## config.mk

```make
export PLATFORM = sky130hd
export DESIGN_NAME = histo_read_arbiter
export DESIGN_NICKNAME = d
export VERILOG_FILES = /design/src/rtl/histo_rd_pkg.sv /design/src/rtl/histo_rd_tagpipe.sv /design/src/rtl/histo_read_arbiter.sv
export SDC_FILE = /design/constraint.sdc
export NUM_CORES = 1
export LEC_CHECK = 0
export BUFFER_PORTS_ARGS = -buffer_cell sky130_fd_sc_hd__buf_4
export CORE_MARGIN = 3
export CORE_UTILIZATION = 54
export CTS_CLUSTER_DIAMETER = 30
export CTS_CLUSTER_SIZE = 16
export DETAILED_ROUTE_END_ITERATION = 7
export GPL_TIMING_DRIVEN = 1
export PLACE_DENSITY = 0.85
export SYNTH_ARGS = -nofsm -noshare
export SYNTH_HDL_FRONTEND = slang
export SYNTH_SLANG_ARGS = --single-unit
```

## constraint.sdc

```tcl
create_clock -name iClk -period 5.12 [get_ports iClk]
set_input_delay 0.512 -clock iClk [delete_from_list [all_inputs] [get_ports iClk]]
set_output_delay 0.512 -clock iClk [all_outputs]
set_load 0.05 [all_outputs]
```

## src/rtl/histo_rd_pkg.sv

```systemverilog
// histo_rd_pkg: shared constants and types for the histogram read-port
// arbiter and its tag pipe.
//   NREQ   number of clients sharing the read port
//   LAT    read latency of the histogram block (address -> data)
//   DW     histogram count width
//   GRAY_W gray-level (read address) width
package histo_rd_pkg;

    localparam int NREQ   = 3;
    localparam int LAT    = 3;
    localparam int DW     = 20;
    localparam int GRAY_W = 8;
    localparam int LEN_W  = 9;
    localparam int ID_W   = 2;

    typedef enum logic {
        IDLE  = 1'b0,
        BURST = 1'b1
    } state_e;

    // Travels alongside each read address so the response can be labelled
    // once the data comes back LAT cycles later.
    typedef struct packed {
        logic              valid;
        logic [ID_W-1:0]   id;
        logic [GRAY_W-1:0] gray;
        logic              last;
    } tag_t;

    // A zero-length request still reads one level; anything above the
    // full table size is clamped to one full pass over the table.
    function automatic logic [LEN_W-1:0] eff_len(input logic [LEN_W-1:0] len);
        if (len == '0)
            return 9'd1;
        else if (len > 9'd256)
            return 9'd256;
        else
            return len;
    endfunction

endpackage

```

## src/rtl/histo_rd_tagpipe.sv

```systemverilog
// histo_rd_tagpipe: DEPTH-stage shift register of read tags, aligned with
// the read latency of a memory port.
//   iClk      clock
//   iRst      synchronous active-high clear of every stage
//   iTag      tag entering the pipe this cycle
//   oTag      tag leaving the pipe (aligned with memory read data)
//   oAnyValid high while any stage holds a valid tag
module histo_rd_tagpipe
    import histo_rd_pkg::*;
#(
    parameter int DEPTH = LAT
) (
    input  logic iClk,
    input  logic iRst,
    input  tag_t iTag,
    output tag_t oTag,
    output logic oAnyValid
);

    tag_t pipe_q [DEPTH];

    always_ff @(posedge iClk) begin
        if (iRst) begin
            for (int i = 0; i < DEPTH; i++)
                pipe_q[i] <= '0;
        end else begin
            pipe_q[0] <= iTag;
            for (int i = 1; i < DEPTH; i++)
                pipe_q[i] <= pipe_q[i-1];
        end
    end

    assign oTag = pipe_q[DEPTH-1];

    always_comb begin
        oAnyValid = 1'b0;
        for (int i = 0; i < DEPTH; i++)
            oAnyValid = oAnyValid | pipe_q[i].valid;
    end

endmodule

```

## src/rtl/histo_read_arbiter.sv

```systemverilog
// histo_read_arbiter: shares the histogram read port between NREQ clients.
// Whole bursts are granted round-robin; each burst drives one gray level
// per cycle and every returned count is tagged with id, gray and last.
//   iClk, iRst              clock, synchronous active-high reset
//   iReq/iStart/iLen        per-client burst request, first level, length
//   iHold                   blocks new bursts (only sampled when idle)
//   oGrant                  one-cycle one-hot burst-accepted pulse
//   oReadGray               read address to the histogram block
//   iGrayHisto/iGrayCumHisto  counts returned LAT cycles after the address
//   oValid/oId/oGray/oLast  registered response tag
//   oHisto/oCumHisto        registered counts
//   oBusy                   burst issuing or responses still in flight
module histo_read_arbiter
    import histo_rd_pkg::*;
(
    input  logic                   iClk,
    input  logic                   iRst,
    input  logic [NREQ-1:0]        iReq,
    input  logic [NREQ*GRAY_W-1:0] iStart,
    input  logic [NREQ*LEN_W-1:0]  iLen,
    input  logic                   iHold,
    output logic [NREQ-1:0]        oGrant,
    output logic [GRAY_W-1:0]      oReadGray,
    input  logic [DW-1:0]          iGrayHisto,
    input  logic [DW-1:0]          iGrayCumHisto,
    output logic                   oValid,
    output logic [ID_W-1:0]        oId,
    output logic [GRAY_W-1:0]      oGray,
    output logic [DW-1:0]          oHisto,
    output logic [DW-1:0]          oCumHisto,
    output logic                   oLast,
    output logic                   oBusy
);

    state_e            state_q, state_d;
    logic [ID_W-1:0]   ptr_q, ptr_d;
    logic [ID_W-1:0]   id_q, id_d;
    logic [GRAY_W-1:0] addr_q, addr_d;
    logic [LEN_W-1:0]  rem_q, rem_d;
    logic [NREQ-1:0]   grant_q, grant_d;

    logic              win_vld;
    logic [ID_W-1:0]   win_id;
    tag_t              push_tag, pipe_out;
    logic              pipe_busy;

    // Round-robin pick: scan clients starting at ptr, wrapping at NREQ.
    always_comb begin
        int idx;
        win_vld = 1'b0;
        win_id  = '0;
        for (int i = 0; i < NREQ; i++) begin
            idx = int'(ptr_q) + i;
            if (idx >= NREQ)
                idx = idx - NREQ;
            if (!win_vld && iReq[idx]) begin
                win_vld = 1'b1;
                win_id  = ID_W'(idx);
            end
        end
    end

    // addr_q stops advancing on the last issue so oReadGray holds the last
    // level driven for as long as the arbiter sits idle.
    always_comb begin
        state_d  = state_q;
        ptr_d    = ptr_q;
        id_d     = id_q;
        addr_d   = addr_q;
        rem_d    = rem_q;
        grant_d  = '0;
        push_tag = '0;
        case (state_q)
            IDLE: begin
                if (win_vld && !iHold) begin
                    state_d         = BURST;
                    id_d            = win_id;
                    addr_d          = iStart[win_id*GRAY_W +: GRAY_W];
                    rem_d           = eff_len(iLen[win_id*LEN_W +: LEN_W]);
                    ptr_d           = (win_id == ID_W'(NREQ-1)) ? '0 : win_id + 2'd1;
                    grant_d[win_id] = 1'b1;
                end
            end
            BURST: begin
                push_tag.valid = 1'b1;
                push_tag.id    = id_q;
                push_tag.gray  = addr_q;
                push_tag.last  = (rem_q == 9'd1);
                rem_d          = rem_q - 9'd1;
                if (rem_q == 9'd1)
                    state_d = IDLE;
                else
                    addr_d = addr_q + 8'd1;
            end
            default: state_d = IDLE;
        endcase
    end

    always_ff @(posedge iClk) begin
        if (iRst) begin
            state_q <= IDLE;
            ptr_q   <= '0;
            id_q    <= '0;
            addr_q  <= '0;
            rem_q   <= '0;
            grant_q <= '0;
        end else begin
            state_q <= state_d;
            ptr_q   <= ptr_d;
            id_q    <= id_d;
            addr_q  <= addr_d;
            rem_q   <= rem_d;
            grant_q <= grant_d;
        end
    end

    histo_rd_tagpipe #(.DEPTH(LAT)) u_tagpipe (
        .iClk      (iClk),
        .iRst      (iRst),
        .iTag      (push_tag),
        .oTag      (pipe_out),
        .oAnyValid (pipe_busy)
    );

    // Response register: data outputs only move when a tag arrives.
    logic              valid_q;
    logic [ID_W-1:0]   rid_q;
    logic [GRAY_W-1:0] rgray_q;
    logic              rlast_q;
    logic [DW-1:0]     rhisto_q, rcum_q;

    always_ff @(posedge iClk) begin
        if (iRst) begin
            valid_q  <= 1'b0;
            rid_q    <= '0;
            rgray_q  <= '0;
            rlast_q  <= 1'b0;
            rhisto_q <= '0;
            rcum_q   <= '0;
        end else if (pipe_out.valid) begin
            valid_q  <= 1'b1;
            rid_q    <= pipe_out.id;
            rgray_q  <= pipe_out.gray;
            rlast_q  <= pipe_out.last;
            rhisto_q <= iGrayHisto;
            rcum_q   <= iGrayCumHisto;
        end else begin
            valid_q  <= 1'b0;
        end
    end

    assign oGrant    = grant_q;
    assign oReadGray = addr_q;
    assign oValid    = valid_q;
    assign oId       = rid_q;
    assign oGray     = rgray_q;
    assign oLast     = rlast_q;
    assign oHisto    = rhisto_q;
    assign oCumHisto = rcum_q;
    // The response register counts as in flight, so busy covers the final
    // response cycle and drops on the cycle after it.
    assign oBusy     = (state_q == BURST) || pipe_busy || valid_q;

endmodule

```

# Word-level counts from Yosys, hierarchy flattened
# Memories as Yosys holds them, arrays and structs flattened.
# Cells that the tools add are included.
# W data, S select, Z words.
totals:
  memories: 1
  output_inout_bits: 64
  inputBits: 97
  register_bits: 77
  ram_bits: 36
mem_list:
  columns: ["name", "words", "word_bits", "rd", "rd_ports_with_merged_regs", "write_ports", "line", "source"]
  rows:
  - ["u_tagpipe.pipe_q", 3, 12, 3, 0, 3, "histo_rd_tagpipe.sv:20", "tag_t pipe_q [DEPTH];"]
op_classes:
  mux: 39
  multipliers: 1
  bitwise_logic: 7
  reduce_logical: 13
  addsub: 8
  n_lt_le_gt_ge: 9
  shift: 2
  n_eq_ne: 4
ops:
  columns: ["cell", "n"]
  rows:
  - ["$lt A32 B4 Y1 const B", 3]
  - ["$mux W32", 3]
  - ["$mux W12", 4]
  - ["$mux W9", 3]
  - ["$shiftx A27 B7 Y9", 1]
  - ["$shiftx A24 B6 Y8", 1]
  - ["$pmux W9 S2", 1]
  - ["$mux W1", 16]
  - ["$mux W8", 2]
  - ["$pmux W8 S2", 1]
  - ["$eq A9 B1 Y1 const B", 1]
  - ["$gt A9 B9 Y1 const B", 1]
  - ["$logic_not A9 Y1", 1]
  - ["$sub A9 B1 Y9 const B", 1]
  - ["$add A8 B1 Y8 const B", 1]
  - ["$mux W2", 4]
  - ["$sub A3 B2 Y4 const B", 2]
  - ["$bmux W1 S2", 3]
  - ["$ge A3 B2 Y1 const B", 2]
  - ["$mul A2 B4 Y6 const B", 1]
  - ["$or A1 B1 Y1", 5]
  - ["$logic_and A1 B1 Y1", 4]
  - ["$ne A2 B2 Y1 const B", 2]
  - ["$reduce_and A2 Y1", 2]
  - ["other kinds (14)", 18]

# Logic depth before layout (Yosys ltp)
logic_depth:
  depth_word: 19
  depth_mapped: 14
  depth_no_buf: 9

# Hierarchy
# From an unflattened synthesis, not the netlist that was laid out.
hier_totals:
  cells_unflattened: 540
  area_unflattened_um2: 5165.0
by_module_without_submodules:
  columns: ["module", "instances", "area_each_um2", "cells_each"]
  rows:
  - ["histo_read_arbiter", 1, 4073.9, 452]
  - ["histo_rd_tagpipe", 1, 1091.0, 88]

# Worst setup path after synthesis
# No wires, ideal clock.
synth_timing:
  path_kind: "reg-to-reg"
  start: "register ptr_q[0]"
  end: "register rem_q[0]"
  stages_incl_launch_ff: 11
  setup_time_ps: 86
  arrival_ps: 2784
  path_buffers: 1
  slack_ps: 2249
  period_less_slack_ps: 2871
  path_cell_list: "dfxtp_1 > inv_1 > ha_1 > clkbuf_1 > nand3b_1 > o21ai_1 > o221a_2 > nor2_2 > mux2_2 > or4b_1 > a221oi_2"
synth_via:
  elab_chain_cells: 19
  elab_cells_between_ends: 40
  cone_classes: "5 x add/sub; 1 x mul; 4 x order compare; 1 x eq/ne; 1 x shift; 22 x mux; 6 x reduce/logical"
synth_rtl:
  columns: ["element", "line", "source"]
  rows:
  - ["start, declared", "histo_read_arbiter.sv:36", "logic [ID_W-1:0] ptr_q, ptr_d;"]
  - ["start signal, assigned", "histo_read_arbiter.sv:109", "ptr_q <= ptr_d;"]
  - ["branches (longest 19 deep; another with $mul A2 B4 Y6)", null, null]
  - ["end signal, assigned", "histo_read_arbiter.sv:112", "rem_q <= rem_d;"]
  - ["end, declared", "histo_read_arbiter.sv:39", "logic [LEN_W-1:0] rem_q, rem_d;"]
# Parallel ways; which one is timed is not known. The select of a mux whose other input is x is not followed.
# A chain may end at the register's enable or synchronous reset.

# Worst setup path in the final report
layout_timing:
  start: "register ptr_q[0]"
  end: "register rem_q[6]"
# The elaborated chain is that of the path after synthesis.

==> flow_summary.rst <==
.. list-table::
   :header-rows: 1

   * - Metric
     - Value
   * - Detailed router's first-iteration violation count
     - 199
   * - Port-buffer cells
     - 160
   * - TritonCTS buffer count
     - 17
   * - Most instantiated flip-flop cell in the synthesis netlist
     - sky130_fd_sc_hd__dfxtp_1
   * - DP Cell Count
     - 740
   * - Synthesized area divided by synthesized cell count
     - 9.52 sq um
   * - Clock input transition at the sequential cells of the worst setup and hold paths
     - 0.05 ns
   * - Worst-case vdd ir drop
     - 0.234 mV
   * - Vias per cell
     - 5.44
   * - Run status
     - complete, no violations
   * - CP max stage cell
     - sky130_fd_sc_hd__o2bb2ai_2
   * - Headroom to the max-slew limit
     - 33.5%
   * - CTS tree
     - built
   * - Fin util
     - 78.8%
   * - Residual antenna-violating net count after detailed routing
     - 0
   * - Number of buffers added to fix hold violations after cts
     - 0
   * - Critical Path, Cell by Cell
     - inv_1, ha_1, o21ai_0, a21oi_1, o2bb2ai_2, buf_4, mux2_2, mux2i_2, o211ai_1, a221oi_1
   * - Post-CTS Repair Setup Buffers
     - 0
   * - Setup repair after global routing missed its margin
     - false
   * - FILL cells
     - 559
   * - Power per unit of standard cell area
     - 423 nW/um^2
   * - Wire length of the first global-routing pass
     - 19.0 mm
   * - Endpoint kind of the worst setup timing path
     - register
   * - All-layer global routing usage
     - 23.6%
   * - Max cap viols
     - 0
   * - Total placed instance area
     - 6020 sq um
   * - Critical path buffer and inverter count
     - 2
   * - Upper clock frequency limit
     - 0.281 GHz
   * - Worst-Margin Slew
     - 0.997 ns
   * - Via total after detailed routing
     - 4198
   * - Wirelength, routed
     - 12.0 mm
   * - Count of unique library cells instantiated by Yosys
     - 57
   * - Gates resized, CTS repair
     - 0
   * - Skew final
     - 0.00786 ns
   * - H-tree levels
     - 4
   * - Largest net degree at the start of global routing
     - 104
   * - Share of layout cells above drive strength 1
     - 31.7%
   * - Area overhead of the layout relative to synthesis
     - 38.6%
   * - Mean routed wirelength per cell
     - 15.5 um
   * - Post-synthesis register bit count
     - 113
   * - Net count, final
     - 758
   * - DRC Markers
     - 0
   * - Clock net sink count
     - 113
   * - Lkg Pwr
     - 2.79 nW
   * - Post-synth design cell area
     - 4790 sq um
   * - Proportion of netlist area held by the largest area contributor
     - 47.2%
   * - Final count of hold timing violations
     - 0
   * - Dominant cells by area after synthesis
     - sky130_fd_sc_hd__dfxtp_1 47%, sky130_fd_sc_hd__mux2i_1 14%, sky130_fd_sc_hd__nor2_1 5.6%
   * - Hpwl dp
     - 8.20 mm
   * - Cell family contributing the most delay on the critical path
     - compound AO/OA/AOI/OAI gates
   * - Type of the worst min-delay path
     - in -> reg
   * - Die width
     - 100 um
   * - Clock Path Buffers
     - 2
   * - Final setup TNS
     - 0 ns
   * - Synthesized net count
     - 607
   * - Kind of start point of the critical path
     - register
   * - Count of endpoints failing setup in the final report
     - 0
   * - Mapped Cells
     - 503
   * - Filler-free cell count of the finished design
     - 771
   * - Max-slew violation total from the final report
     - 0
   * - Largest driver fanout on the critical path
     - 18
   * - Vias in the first global route
     - 3955
   * - Standard cell core area
     - 8420 sq um
   * - Total Die Area
     - 10000 sq um
   * - Slowest Stage Delay on Critical Path
     - 0.65 ns
   * - Placement Rows
     - 33
   * - Die H
     - 100 um
   * - Io pins
     - 161
   * - Number of antenna violations at the first check in global routing
     - 0
   * - Count of inserted antenna diode cells
     - 0
   * - Weighted congestion at the end of routability-driven global placement
     - 0.924
   * - Leftover overflow at the end of global routing
     - 0
   * - Yosys warnings
     - 0
   * - Required time of the critical path
     - 5.52 ns
   * - Post-synth EDFFs
     - 0
   * - Final instance area
     - 6640 sq um
   * - Arrival @ worst endpoint
     - 3.95 ns
   * - Ys async rst share
     - 0%
   * - Cell taking the most area after synthesis
     - sky130_fd_sc_hd__dfxtp_1
   * - Post-layout minimum cycle time
     - 3.55 ns
   * - Pre-Repair DR Iteration Count
     - 5
   * - Initial standard-cell utilization of the core
     - 56.9%
   * - Clock tree root driver cell
     - sky130_fd_sc_hd__clkbuf_8
   * - Post-route clock period utilization
     - 69.4%
   * - Worst skew pair latency
     - 0.50 ns
   * - Setup CP Type
     - reg -> reg
   * - Sequential share of the synthesized area
     - 47.2%
[kinds of logic (layout without fill, tap and decap cells)]
kind of cell	after synthesis	in the layout	share of synthesized area (%)
AOI/OAI and AO/OA	78	78	11.0
xor gates and xnor gates	2	2	0.366
adders and majority gates	7	7	1.83
buffers and inverters	41	204	3.53
DFF	113	113	47.2
muxes	74	74	15.9
and+or+nand+nor	188	188	20.1
[routing by layer]
metal  share of wire, %  up-vias  GRT usage [%]
li1                   -     2065              -
met1                 42     1916           28.3
met2                 49      205           40.7
met3                8.3       12           6.95
met4               0.95        0           7.67
met5                  0        -              0
[layout by cell type, fill, tap and decap left out, types with 2 or more instances in the layout]
cell                         synthesis  final
sky130_fd_sc_hd__buf_4               1    164
sky130_fd_sc_hd__mux2_4              3      3
sky130_fd_sc_hd__and3_1              5      5
sky130_fd_sc_hd__o21ai_1             2      2
sky130_fd_sc_hd__clkbuf_16           0     16
sky130_fd_sc_hd__o21a_1              2      2
sky130_fd_sc_hd__nand4bb_1           2      2
sky130_fd_sc_hd__clkinv_4            0      2
sky130_fd_sc_hd__nand3b_1            9      9
sky130_fd_sc_hd__nor4b_1             2      2
sky130_fd_sc_hd__a211oi_1            3      3
sky130_fd_sc_hd__or4b_2              2      2
sky130_fd_sc_hd__o21ai_0            11     11
sky130_fd_sc_hd__a31oi_1            12     12
sky130_fd_sc_hd__nand2_1            26     26
sky130_fd_sc_hd__nor4_1              3      3
sky130_fd_sc_hd__nor2b_1            27     27
sky130_fd_sc_hd__dfxtp_1           113    112
sky130_fd_sc_hd__nor2_1             71     71
sky130_fd_sc_hd__ha_1                7      7
sky130_fd_sc_hd__o211ai_1           12     12
sky130_fd_sc_hd__nand4b_1            2      2
sky130_fd_sc_hd__and2_1             10     10
sky130_fd_sc_hd__clkinvlp_4          0      3
sky130_fd_sc_hd__bufinv_16           0      4
sky130_fd_sc_hd__nand3_1             8      8
sky130_fd_sc_hd__clkbuf_8            0      2
sky130_fd_sc_hd__a21oi_1            19     19
sky130_fd_sc_hd__nand2b_1            4      4
sky130_fd_sc_hd__o2111ai_1           3      3
sky130_fd_sc_hd__inv_6               0      2
sky130_fd_sc_hd__nor3_1              7      7
sky130_fd_sc_hd__inv_1               9      9
sky130_fd_sc_hd__nand4_1             3      3
sky130_fd_sc_hd__mux2i_1            68     68
sky130_fd_sc_hd__mux2_2              2      2
[final cells by class]
cell class / instances / area (sq um) / area share (%)
timing repair buffer: 164 / 1230 / 18.5
multi-input combinational: 349 / 2360 / 35.6
clock buffer: 19 / 432 / 6.50
tap: 105 / 131 / 1.98
clock inverter: 12 / 183 / 2.75
sequential: 113 / 2260 / 34.1
inverter: 9 / 33.8 / 0.509
[synthesized netlist by cell type (3+ instances only)]
master / number
sky130_fd_sc_hd__nor3_1: 7
sky130_fd_sc_hd__nand3_1: 8
sky130_fd_sc_hd__buf_2: 3
sky130_fd_sc_hd__buf_1: 6
sky130_fd_sc_hd__and2_1: 10
sky130_fd_sc_hd__o211ai_1: 12
sky130_fd_sc_hd__nand2b_1: 4
sky130_fd_sc_hd__clkbuf_1: 21
sky130_fd_sc_hd__inv_1: 9
sky130_fd_sc_hd__o21ai_0: 11
sky130_fd_sc_hd__a31oi_1: 12
sky130_fd_sc_hd__nor4_1: 3
sky130_fd_sc_hd__dfxtp_1: 113
sky130_fd_sc_hd__mux2i_1: 68
sky130_fd_sc_hd__a21oi_1: 19
sky130_fd_sc_hd__nand2_1: 26
sky130_fd_sc_hd__nor2b_1: 27
sky130_fd_sc_hd__nor2_1: 71
sky130_fd_sc_hd__mux2_4: 3
sky130_fd_sc_hd__nand4_1: 3
sky130_fd_sc_hd__o2111ai_1: 3
sky130_fd_sc_hd__ha_1: 7
sky130_fd_sc_hd__nand3b_1: 9
sky130_fd_sc_hd__a211oi_1: 3
sky130_fd_sc_hd__and3_1: 5
[state kept, by name (all words and copies together) (netlist names)]
register          flops
oGrant                3
state_q               1
oGray                 8
oValid                1
rem_q                 9
oLast                 1
u_tagpipe.pipe_q     36
oHisto               20
oReadGray             8
oId                   2
id_q                  2
ptr_q                 2
oCumHisto            20
[worst register-to-register path, cell delays in order (launching register included)]
cell	delay [ns]
sky130_fd_sc_hd__dfxtp_1	0.40
sky130_fd_sc_hd__inv_1	0.09
sky130_fd_sc_hd__ha_1	0.42
sky130_fd_sc_hd__o21ai_0	0.20
sky130_fd_sc_hd__a21oi_1	0.10
sky130_fd_sc_hd__o2bb2ai_2	0.65
sky130_fd_sc_hd__buf_4	0.34
sky130_fd_sc_hd__mux2_2	0.37
sky130_fd_sc_hd__mux2i_2	0.44
sky130_fd_sc_hd__o211ai_1	0.16
sky130_fd_sc_hd__a221oi_1	0.28
[final timing paths]
| check | from | to | slack, ns | cells after the start |
|---|---|---|---|---|
| max reg2reg | ptr_q[0] | rem_q[6] | 1.57 | 10 |
| max | ptr_q[0] | rem_q[6] | 1.57 | 10 |
| min reg2reg | u_tagpipe.pipe_q[0][20] | u_tagpipe.pipe_q[0][32] | 0.43 | 1 |
| min | iGrayHisto[5] | oHisto[5] | 0.24 | 3 |
[through the flow]
step | setup slack [ns] | power [mW] | hold slack [ns]
6_report | 1.57 | 2.81 | 0.241
5_1_grt | 1.19 | 2.94 | 0.241
4_1_cts | 1.57 | 2.82 | 0.223
2_1_floorplan | 2.25 | 1.44 | 0.414
3_5_place_dp | 1.59 | 1.62 | 0.425
3_3_place_gp | 1.74 | 1.61 | 0.418
[power breakdown]
part / switching, mW / internal (mW)
Clock: 0.396 / 0.802
Combinational: 0.363 / 0.261
Sequential: 0.0556 / 0.933
Total: 0.814 / 2.00
(Power assumes the default switching activity.)
